===== src/rtl/ifetch_queue_if.sv =====
// Fetch-stage bus: redirect input, instruction-memory req/gnt/rvalid channel and decode handshake.
// With FETCH_PERF_EN defined the bundle also carries the fetch/drop performance counters.
interface ifetch_queue_if #(
    parameter int DEPTH = 4
) ();
    localparam int CW = $clog2(DEPTH) + 1;

    logic          redirect_valid;
    logic [31:0]   redirect_pc;
    logic          imem_req;
    logic [31:0]   imem_addr;
    logic          imem_gnt;
    logic          imem_rvalid;
    logic [31:0]   imem_rdata;
    logic          dec_valid;
    logic          dec_ready;
    logic [31:0]   dec_instr;
    logic [31:0]   dec_pc;
    logic [CW-1:0] fifo_count;
`ifdef FETCH_PERF_EN
    logic [31:0]   perf_fetch_cnt;
    logic [31:0]   perf_drop_cnt;

    modport master (
        input  redirect_valid, redirect_pc, imem_gnt, imem_rvalid, imem_rdata, dec_ready,
        output imem_req, imem_addr, dec_valid, dec_instr, dec_pc, fifo_count,
               perf_fetch_cnt, perf_drop_cnt
    );
    modport slave (
        output redirect_valid, redirect_pc, imem_gnt, imem_rvalid, imem_rdata, dec_ready,
        input  imem_req, imem_addr, dec_valid, dec_instr, dec_pc, fifo_count,
               perf_fetch_cnt, perf_drop_cnt
    );
`else
    modport master (
        input  redirect_valid, redirect_pc, imem_gnt, imem_rvalid, imem_rdata, dec_ready,
        output imem_req, imem_addr, dec_valid, dec_instr, dec_pc, fifo_count
    );
    modport slave (
        output redirect_valid, redirect_pc, imem_gnt, imem_rvalid, imem_rdata, dec_ready,
        input  imem_req, imem_addr, dec_valid, dec_instr, dec_pc, fifo_count
    );
`endif
endinterface


===== src/rtl/ifetch_queue.sv =====
// Instruction fetch queue: one outstanding imem request, {pc, instr} FIFO towards decode, redirect flush.
// Optional FETCH_PERF_EN adds push and dropped-response counters.
//
// state  | meaning
// S_REQ  | request next fetch_pc when the FIFO has a free slot
// S_WAIT | one request outstanding, waiting for its response
module ifetch_queue #(
    parameter int          DEPTH    = 4,
    parameter logic [31:0] RESET_PC = 32'h0000_0000
) (
    input  logic           clk,
    input  logic           reset,
    ifetch_queue_if.master bus
);
    localparam int AW = $clog2(DEPTH);
    localparam int CW = AW + 1;
    localparam logic [CW-1:0] FULL = CW'(DEPTH);

    localparam logic [0:0] S_REQ  = 1'b0;
    localparam logic [0:0] S_WAIT = 1'b1;

    logic [0:0]    state_q, state_d;
    logic [31:0]   fetch_pc_q, fetch_pc_d;
    logic [31:0]   req_pc_q, req_pc_d;
    logic          discard_q, discard_d;
    logic [AW-1:0] wr_ptr_q, wr_ptr_d;
    logic [AW-1:0] rd_ptr_q, rd_ptr_d;
    logic [CW-1:0] count_q, count_d;
    logic [31:0]   pc_mem_q    [DEPTH];
    logic [31:0]   instr_mem_q [DEPTH];

    logic fire, rsp, push, pop;
    logic unused_pc_lsb;

    assign unused_pc_lsb = ^bus.redirect_pc[1:0];

    assign bus.imem_req   = ~reset & (state_q == S_REQ) & (count_q < FULL);
    assign bus.imem_addr  = fetch_pc_q;
    assign bus.dec_valid  = ~reset & (count_q != '0);
    assign bus.dec_pc     = pc_mem_q[rd_ptr_q];
    assign bus.dec_instr  = instr_mem_q[rd_ptr_q];
    assign bus.fifo_count = count_q;

    assign fire = bus.imem_req & bus.imem_gnt;
    assign rsp  = (state_q == S_WAIT) & bus.imem_rvalid;
    assign push = rsp & ~discard_q & ~bus.redirect_valid;
    assign pop  = bus.dec_valid & bus.dec_ready & ~bus.redirect_valid;

    always_comb begin
        state_d    = state_q;
        fetch_pc_d = fetch_pc_q;
        req_pc_d   = req_pc_q;
        discard_d  = discard_q;
        if (state_q == S_REQ) begin
            if (fire) begin
                state_d    = S_WAIT;
                req_pc_d   = fetch_pc_q;
                discard_d  = bus.redirect_valid;
                fetch_pc_d = fetch_pc_q + 32'd4;
            end
        end else if (bus.imem_rvalid) begin
            state_d   = S_REQ;
            discard_d = 1'b0;
        end else if (bus.redirect_valid) begin
            discard_d = 1'b1;
        end
        // redirect target overrides the sequential increment, even on a grant
        if (bus.redirect_valid) begin
            fetch_pc_d = {bus.redirect_pc[31:2], 2'b00};
        end
    end

    always_comb begin
        wr_ptr_d = wr_ptr_q + AW'(push);
        rd_ptr_d = rd_ptr_q + AW'(pop);
        count_d  = count_q + CW'(push) - CW'(pop);
        if (bus.redirect_valid) begin
            wr_ptr_d = '0;
            rd_ptr_d = '0;
            count_d  = '0;
        end
    end

    always_ff @(posedge clk) begin
        if (reset) begin
            state_q    <= S_REQ;
            fetch_pc_q <= RESET_PC;
            req_pc_q   <= RESET_PC;
            discard_q  <= 1'b0;
            wr_ptr_q   <= '0;
            rd_ptr_q   <= '0;
            count_q    <= '0;
        end else begin
            state_q    <= state_d;
            fetch_pc_q <= fetch_pc_d;
            req_pc_q   <= req_pc_d;
            discard_q  <= discard_d;
            wr_ptr_q   <= wr_ptr_d;
            rd_ptr_q   <= rd_ptr_d;
            count_q    <= count_d;
        end
    end

    always_ff @(posedge clk) begin
        if (push) begin
            pc_mem_q[wr_ptr_q]    <= req_pc_q;
            instr_mem_q[wr_ptr_q] <= bus.imem_rdata;
        end
    end

`ifdef FETCH_PERF_EN
    logic [31:0] perf_fetch_q, perf_drop_q;

    assign bus.perf_fetch_cnt = perf_fetch_q;
    assign bus.perf_drop_cnt  = perf_drop_q;

    always_ff @(posedge clk) begin
        if (reset) begin
            perf_fetch_q <= '0;
            perf_drop_q  <= '0;
        end else begin
            perf_fetch_q <= perf_fetch_q + 32'(push);
            perf_drop_q  <= perf_drop_q + 32'(rsp & (discard_q | bus.redirect_valid));
        end
    end
`endif
endmodule


===== src/flat_wrapper.sv =====
// flat-port wrapper written by rule: the top's interface ports become plain ports
module ifetch_queue_flat 
#(
    parameter int          DEPTH    = 4,
    parameter logic [31:0] RESET_PC = 32'h0000_0000
)
  (clk, reset, bus_redirect_valid, bus_redirect_pc, bus_imem_gnt, bus_imem_rvalid, bus_imem_rdata, bus_dec_ready, bus_imem_req, bus_imem_addr, bus_dec_valid, bus_dec_instr, bus_dec_pc, bus_fifo_count);
  ifetch_queue_if #(.DEPTH(DEPTH)) bus_i ();
  input  logic clk;
  input  logic reset;
  input wire logic [$bits(bus_i.redirect_valid)-1:0] bus_redirect_valid;
  input wire logic [$bits(bus_i.redirect_pc)-1:0] bus_redirect_pc;
  input wire logic [$bits(bus_i.imem_gnt)-1:0] bus_imem_gnt;
  input wire logic [$bits(bus_i.imem_rvalid)-1:0] bus_imem_rvalid;
  input wire logic [$bits(bus_i.imem_rdata)-1:0] bus_imem_rdata;
  input wire logic [$bits(bus_i.dec_ready)-1:0] bus_dec_ready;
  output wire logic [$bits(bus_i.imem_req)-1:0] bus_imem_req;
  output wire logic [$bits(bus_i.imem_addr)-1:0] bus_imem_addr;
  output wire logic [$bits(bus_i.dec_valid)-1:0] bus_dec_valid;
  output wire logic [$bits(bus_i.dec_instr)-1:0] bus_dec_instr;
  output wire logic [$bits(bus_i.dec_pc)-1:0] bus_dec_pc;
  output wire logic [$bits(bus_i.fifo_count)-1:0] bus_fifo_count;
  assign bus_i.redirect_valid = bus_redirect_valid;
  assign bus_i.redirect_pc = bus_redirect_pc;
  assign bus_i.imem_gnt = bus_imem_gnt;
  assign bus_i.imem_rvalid = bus_imem_rvalid;
  assign bus_i.imem_rdata = bus_imem_rdata;
  assign bus_i.dec_ready = bus_dec_ready;
  assign bus_imem_req = bus_i.imem_req;
  assign bus_imem_addr = bus_i.imem_addr;
  assign bus_dec_valid = bus_i.dec_valid;
  assign bus_dec_instr = bus_i.dec_instr;
  assign bus_dec_pc = bus_i.dec_pc;
  assign bus_fifo_count = bus_i.fifo_count;
  ifetch_queue #(.DEPTH(DEPTH), .RESET_PC(RESET_PC)) u_core (.clk(clk), .reset(reset), .bus(bus_i));
endmodule

===== config.mk =====
export PLATFORM = sky130hd
export DESIGN_NAME = ifetch_queue_flat
export DESIGN_NICKNAME = d
export VERILOG_FILES = /design/src/rtl/ifetch_queue_if.sv /design/src/rtl/ifetch_queue.sv /design/src/flat_wrapper.sv
export SDC_FILE = /design/constraint.sdc
export NUM_CORES = 1
export LEC_CHECK = 0
export CELL_PAD_IN_SITES_DETAIL_PLACEMENT = 1
export CELL_PAD_IN_SITES_GLOBAL_PLACEMENT = 1
export CORE_MARGIN = 2
export CORE_UTILIZATION = 49
export DETAILED_ROUTE_END_ITERATION = 16
export GPL_ROUTABILITY_DRIVEN = 0
export HOLD_SLACK_MARGIN = 0.1
export PLACE_DENSITY = 0.95
export SLEW_MARGIN = 5
export SYNTH_ARGS = -nofsm -noshare
export SYNTH_HDL_FRONTEND = slang
export SYNTH_SLANG_ARGS = --single-unit
export TNS_END_PERCENT = 30

===== constraint.sdc =====
create_clock -name clk -period 16.7 [get_ports clk]
set_input_delay 1.67 -clock clk [delete_from_list [all_inputs] [get_ports clk]]
set_output_delay 1.67 -clock clk [all_outputs]
set_load 0.03 [all_outputs]

**Word-level counts from Yosys, hierarchy flattened**

Memories as Yosys holds them, arrays and structs flattened. A register that Yosys moved wholly into a read port is not among the register bits.
Index checks and enable logic that the tools add are counted.

- Input bits: 70
- Bits in registers: 73
- Word-level logic and storage cells: 52
- Bits in writable memories: 256
- Memories: 2

Memory list:

| memory | words | width | read ports | clocked after memory_dff | wr ports | line | source |
|---|---|---|---|---|---|---|---|
| u_core.instr_mem_q | 4 | 32 | 1 | 1 | 1 | ifetch_queue.sv:30 | `logic [31:0] instr_mem_q [DEPTH];` |
| u_core.pc_mem_q | 4 | 32 | 1 | 1 | 1 | ifetch_queue.sv:29 | `logic [31:0] pc_mem_q [DEPTH];` |

- Reductions and logical operators: 7
- Bitwise logic cells: 13
- Eq/ne operators: 2
- $lt $le $gt $ge: 1
- Add/sub/neg operators: 5
- Muxes and demuxes: 14

Operators with widths:

| cell | count |
|---|---|
| $mux W32 | 3 |
| $add A32 B3 Y32 const B | 1 |
| $and A1 B1 Y1 | 9 |
| $mux W1 | 9 |
| $reduce_and A2 Y1 | 3 |
| $add A2 B1 Y2 | 2 |
| $mux W2 | 2 |
| $not A1 Y1 | 4 |
| $reduce_bool A2 Y1 | 2 |
| $add A3 B1 Y3 | 1 |
| $lt A3 B3 Y1 const B | 1 |
| $ne A3 B3 Y1 const B | 1 |
| $reduce_bool A3 Y1 | 1 |
| $sub A3 B1 Y3 | 1 |
| $ne A2 B2 Y1 const B | 1 |
| $reduce_or A2 Y1 | 1 |

**Longest topological paths before layout**

Gate-level depths: netlist (run 1).

- Depth after elaboration: 7
- Mapped depth: 11

**Least setup slack after synthesis (run 1)**

Ideal clock, no wire load.

- Path kind: input -> register
- Start: input bus_redirect_valid
- End: memory u_core.instr_mem_q[0][0] (enable)
- Path slack: 9298 ps
- Stages: 3
- Data required time: 16129 ps
- Buffers on the path: 1
- Library setup time: 571 ps
- Arrival: 6830 ps
- Cells stage by stage: clkbuf_1 -> nor3_1 -> nor3b_1

- Word-level cells in the longest chain between the ends: 4

Ends and longest elaborated chain:

| element | line | source |
|---|---|---|
| start: declaration | flat_wrapper.sv:11 | `input wire logic [$bits(bus_i.redirect_valid)-1:0] bus_redirect_valid;` |
| $not A1 Y1 | ifetch_queue.sv:46 | `assign push = rsp & ~discard_q & ~bus.redirect_valid;` |
| $and A1 B1 Y1 | ifetch_queue.sv:46 |  |
| $mux W1 | ifetch_queue.sv:105 | `if (push) begin` |
| $mux W1 (not written as such) | ifetch_queue.sv:107 | `instr_mem_q[wr_ptr_q] <= bus.imem_rdata;` |
| end: declaration | ifetch_queue.sv:30 |  |

Every way passes these cells.

==> results of run 1 <==
[cell families (layout without fill, tap and decap cells)]
| family | count (synthesis) | in the layout | synth area share |
|---|---|---|---|
| XOR/XNOR | 15 | 15 | 0.01070 |
| buffers and inverters | 62 | 245 | 0.02088 |
| AND/OR/NAND/NOR | 194 | 194 | 0.08150 |
| multiplexers | 62 | 62 | 0.1137 |
| adder cells (fa/ha/maj) | 6 | 6 | 0.006724 |
| other | 1 | 4 | 0.0003053 |
| AO/OA/AOI/OAI | 85 | 85 | 0.04737 |
| flip-flops | 317 | 317 | 0.7188 |
[state kept, by name, summed over array words and instances (netlist names)]
register	flops
u_core.bus.fifo_count	3
u_core.bus.imem_addr	30
u_core.discard_q	1
u_core.instr_mem_q	128
u_core.pc_mem_q	120
u_core.rd_ptr_q	2
u_core.req_pc_q	30
u_core.state_q	1
u_core.wr_ptr_q	2
[per-stage QoR]
step | hold slack [ns] | util
floorplan | 0.4600 | -
global placement | 0.4739 | 0.5818
detailed placement | 0.4857 | 0.5818
CTS | 0.4992 | 0.6244
global route | 0.5231 | 0.6244
finish | 0.5011 | 0.6244
[report_power, final]
part / leakage [uW] / switching, uW / internal, uW / total, uW
Clock: 0.000510 / 283 / 417 / 700
Combinational: 0.00150 / 53.9 / 40.7 / 94.6
Sequential: 0.00270 / 17.4 / 861 / 879
Total: 0.00470 / 354 / 1320 / 1670
[metal layers]
| metal | wire [microns] | up-vias | global-route usage |
|---|---|---|---|
| met5 | 0 | - | 0 |
| met1 | 12100 | 3816 | 0.2992 |
| met3 | 1917 | 56 | 0.04673 |
| met4 | 569 | 0 | 0.06074 |
| li1 | - | 3249 | - |
| met2 | 14900 | 283 | 0.3932 |
[path summary, 6_finish.rpt]
kind	to	startpoint	slack, ns
setup / recovery	bus_dec_pc[20]	u_core.rd_ptr_q[0]	11.85
hold / removal	u_core.req_pc_q[29]	u_core.req_pc_q[29]	0.50
setup reg to reg	u_core.bus.imem_addr[28]	u_core.bus.imem_addr[2]	13.62
hold reg to reg	u_core.req_pc_q[29]	u_core.req_pc_q[29]	0.50
[worst max-delay path, cell delays in order (launching register included)]
cell and delay [ns]:
dfxtp_4 0.52, buf_4 0.86, mux4_2 0.67, clkdlybuf4s50_1 0.62
[area by class of cell]
| type | count | area [sq um] | area share |
|---|---|---|---|
| clock inverter | 10 | 72.57 | 0.004751 |
| timing repair buffer | 174 | 1712 | 0.1121 |
| inverter | 12 | 45.04 | 0.002949 |
| multi-input combinational | 366 | 3234 | 0.2118 |
| clock buffer | 49 | 968.4 | 0.06341 |
| sequential | 317 | 8836 | 0.5785 |
| tap | 324 | 405.4 | 0.02654 |
[synth_stat cells, drive strengths merged (3+ instances only)]
master | count | share of area
nand2 | 81 | 0.025
and2 | 8 | 0.0041
a311oi | 6 | 0.0043
nor4 | 12 | 0.0061
inv | 12 | 0.0037
xnor2 | 12 | 0.0086
xor2 | 3 | 0.0021
ha | 5 | 0.0051
edfxtp | 248 | 0.61
a211oi | 15 | 0.0092
nand3 | 8 | 0.0033
dfxtp | 69 | 0.11
or4 | 3 | 0.0024
nor3 | 13 | 0.0062
o21ai | 5 | 0.0020
a2111oi | 4 | 0.0029
and4 | 8 | 0.0057
buf | 16 | 0.0066
nand4 | 14 | 0.0089
or3 | 5 | 0.0026
a31oi | 4 | 0.0020
clkbuf | 34 | 0.011
nor2 | 28 | 0.0086
mux4 | 62 | 0.11
a21oi | 33 | 0.013
==> reports/qor.txt, run 1 <==
Status = complete, no violations
H-tree depth = 2
Fillers = 2212
Via/cell ratio = 5.914
Seq/Total Area, Yosys = 0.7188
Max Freq = 0.2060 GHz
Width of the die = 162.3 microns
CTS tree = built
Crit path kind = reg2out
Post-Place Cells = 1193
Grt ovf = 0
Post-synth EDFFs = 248
Final net count = 981
Fin. Hold Viols = 0
Cell Area, Placed = 0.01423 sq mm
Synth unique cells = 58
Die ar. = 0.02635 sq mm
Root buffer cell = clkbuf_16
Final Cell Area = 0.01527 sq mm
Tcrit/Tclk final = 0.2907
Synth Area per Inst = 16.55 sq um
Clock tree buffer depth = 3
RSZ-0062 raised after global routing = false
Post-CTS setup buffers = 0
Number of routed nets with antenna violations = 0
CP endpoint kind = primary output
Crit Path Max Fanout = 50
Sum Neg Setup Slack = 0 ns
Min cycle time layout = 4.854 ns
Slew Limit Fails = 0
Final number of setup-violating endpoints = 0
FFs w/ async S/R, synth = 0
Iteration-0 DRC Markers = 519
Most frequent cells in the layout = 248 x edfxtp_1, 163 x clkdlybuf4s50_1, 81 x nand2_1
WHS Path Cells = 2
First-pass GRT wire length = 46160 microns
Max Cap Viol = 0
Cell Area, Synth = 0.01228 sq mm
Most common cell after layout, fill and taps aside = edfxtp_1
Top FF cell, synth = edfxtp_1
Num CTS Buffers = 34
ANT cells = 0
Site Rows = 57
Vias in the first global route = 8046
Clock Skew = 0.01446 ns
Worst slew pin tran = 1.038 ns
CTS Hold Buffers Added = 0
Placement Setup Slack = 11.94 ns
Clock transition at the registers of the reported paths = 0.06 ns
Final non-filler cell total = 1252
DP HPWL = 17620 microns
CP required = 15.03 ns
Peak supply drop = 0.05482 mV
Synthesis Warnings = 0
DRT Wirelength = 29490 microns
Slew HR = 0.3077
WL per Instance = 23.56 microns
R2R depth = 5
Core area = 0.02446 sq mm
Arrival time worst endpoint = 3.18 ns
Antenna violations before repair = 0
Residual DRC = 0
Detailed-router iteration count before antenna repair = 5
Largest net degree at the start of global routing = 64
PD cells = 109.5 mW/mm^2
Tot Pwr = 1673 uW
Hold Crit Class = reg2reg
Lkg Pwr = 0.004704 uW
Fin worst setup slack = 11.85 ns
#FFs+latches synth = 317
Via count = 7404
IO buf count = 164
Share of cells above drive strength 1 = 0.1466
Cells after synthesis = 742
Post-CTS sizing = 0
Clock Latency Late Sink = 0.50 ns
Die Ht = 162.3 microns
Sink Count = 317
Area grow syn2layout = 24.36%
Initial core utilization = 0.5021
Total I/O pin count = 171
Startpoint Class = register
Gr usage total = 0.2286
(Power assumes the default switching activity.)
==> run 2: changes to the inputs <==
--- a/config.mk
+++ b/config.mk
@@ -8,11 +8,11 @@
 export CELL_PAD_IN_SITES_DETAIL_PLACEMENT = 1
 export CELL_PAD_IN_SITES_GLOBAL_PLACEMENT = 1
 export CORE_MARGIN = 2
-export CORE_UTILIZATION = 49
+export CORE_UTILIZATION = 41
 export DETAILED_ROUTE_END_ITERATION = 16
 export GPL_ROUTABILITY_DRIVEN = 0
 export HOLD_SLACK_MARGIN = 0.1
-export PLACE_DENSITY = 0.95
+export PLACE_DENSITY = 0.86
 export SLEW_MARGIN = 5
 export SYNTH_ARGS = -nofsm -noshare
 export SYNTH_HDL_FRONTEND = slang
==> constraint.sdc (replaced) <==
create_clock -name clk -period 3.9 [get_ports clk]
set_input_delay 0.39 -clock clk [delete_from_list [all_inputs] [get_ports clk]]
set_output_delay 0.39 -clock clk [all_outputs]
set_load 0.03 [all_outputs]
==> reports/qor.txt, run 2 (synthesis gave the netlist of run 1 again) <==
Final number of setup-violating endpoints = 0
Share of cells above drive strength 1 = 0.1700
Arrival time worst endpoint = 2.74 ns
Core area = 0.02956 sq mm
Clock tree buffer depth = 3
Post-CTS sizing = 0
Switch share = 0.2110
Via/cell ratio = 5.449
Vias in the first global route = 8073
CP required = 3.51 ns
Biggest register = u_core.instr_mem_q
Max Cap Viol = 0
Num CTS Buffers = 35
DP HPWL = 18730 microns
Fin. Hold Viols = 0
Peak supply drop = 0.2442 mV
Area grow syn2layout = 28.09%
DRT Wirelength = 29910 microns
CTS tree = built
Initial core utilization = 0.4155
Sum Neg Setup Slack = 0 ns
Fillers = 2755
Site Rows = 63
Min cycle time layout = 3.133 ns
Clock transition at the registers of the reported paths = 0.07 ns
Clock Latency Late Sink = 0.51 ns
Via count = 7285
Crit Path Max Fanout = 24
Largest net degree at the start of global routing = 63
Final net count = 997
Residual DRC = 0
Iteration-0 DRC Markers = 461
Status = complete, no violations
Power share of the combinational group = 0.053
Tcrit/Tclk final = 0.8032
Largest register FFs = 128
Sink Count = 317
PD cells = 486.8 mW/mm^2
Number of routed nets with antenna violations = 0
RSZ-0062 raised after global routing = false
Most common cell after layout, fill and taps aside = edfxtp_1
Most frequent cells in the layout = 248 x edfxtp_1, 163 x clkdlybuf4s50_1, 81 x nand2_1
Reg power frac = 0.491
First-pass GRT wire length = 46600 microns
Width of the die = 177.1 microns
Gr usage total = 0.1955
P_int = 6042 uW
Root buffer cell = clkbuf_16
Max Freq = 0.3192 GHz
H-tree depth = 2
CP endpoint kind = primary output
Startpoint Class = register
Die Ht = 177.1 microns
Grt ovf = 0
Switching power total = 1616 uW
Post-CTS setup buffers = 0
Crit path kind = reg2out
Slew Limit Fails = 0
Total I/O pin count = 171
ANT cells = 0
CTS Hold Buffers Added = 0
IO buf count = 164
Hold Crit Class = in2reg
Clock power share = 0.456
Clock Skew = 0.02264 ns
Antenna violations before repair = 0
Worst slew pin tran = 0.9573 ns
Largest regs = u_core.instr_mem_q x128, u_core.pc_mem_q x120
Slew HR = 0.3611
Reg2reg setup slack = 1.37 ns
Detailed-router iteration count before antenna repair = 5
WL per Instance = 22.37 microns
Lkg Pwr = 0.004884 uW
Worst hold slack = 0.2935 ns
Post-Route Utilization = 0.5322
Die ar. = 0.03136 sq mm
run 2: cell count changes in the layout (fill, tap and decap cells not counted), sizes merged:
cell | before | now
buf | 11 | 26
inv | 13 | 14
clkinvlp | 0 | 2
clkbuf | 49 | 45
bufinv | 1 | 6
run 2: final cells by class:
type	instances	area, sq um	share of cell area
Multi-Input combinational cell	366	3241	0.2060
Clock inverter	18	259.0	0.01646
Tap cell	390	488.0	0.03102
Clock buffer	45	975.9	0.06204
Timing Repair Buffer	189	1887	0.1199
Sequential cell	317	8836	0.5617
Inverter	12	45.04	0.002863
run 2: per-stage QoR:
| step | total power, uW | std cells | cell area, sq um | setup slack (ns) |
|---|---|---|---|---|
| floorplan | 4012 | 745 | 12310 | 0.7894 |
| global placement | 4220 | 1274 | 14500 | 1.155 |
| detailed placement | 4236 | 1274 | 14500 | 1.128 |
| CTS | 7732 | 1337 | 15730 | 0.6897 |
| global route | 7872 | 1337 | 15730 | 0.6187 |
| finish | 7658 | 1337 | 15730 | 0.7674 |
run 2: power groups by stage:
| stage | combinational (uW) | clock [uW] | sequential, uW |
|---|---|---|---|
| after CTS | 409 | 3560 | 3760 |
| after global routing | 433 | 3670 | 3770 |
| final | 406 | 3490 | 3760 |
| after global placement | 394 | 0 | 3830 |
| after floorplan | 167 | 0 | 3840 |
| after detailed placement | 405 | 0 | 3830 |
run 2: routing by layer:
layer,share of wire,wire length [microns],GRT usage
met1,0.42,12520,0.2546
met2,0.50,14830,0.3281
met3,0.054,1615,0.03351
met4,0.032,949,0.07438
met5,0,0,0
run 2: path summary, 6_finish.rpt:
| check | endpoint | start | depth (start not counted) |
|---|---|---|---|
| setup / recovery | bus_dec_pc[13] | u_core.rd_ptr_q[0] | 3 |
| hold / removal | u_core.wr_ptr_q[0] | reset | 3 |
| setup reg to reg | u_core.bus.imem_addr[23] | u_core.bus.imem_addr[8] | 4 |
| hold reg to reg | u_core.req_pc_q[5] | u_core.req_pc_q[5] | 2 |
run 2: critical path: stages, from the launching register on:
cell,delay [ns]
dfxtp_4,0.70
buf_4,0.33
mux4_2,0.55
clkdlybuf4s50_1,0.62
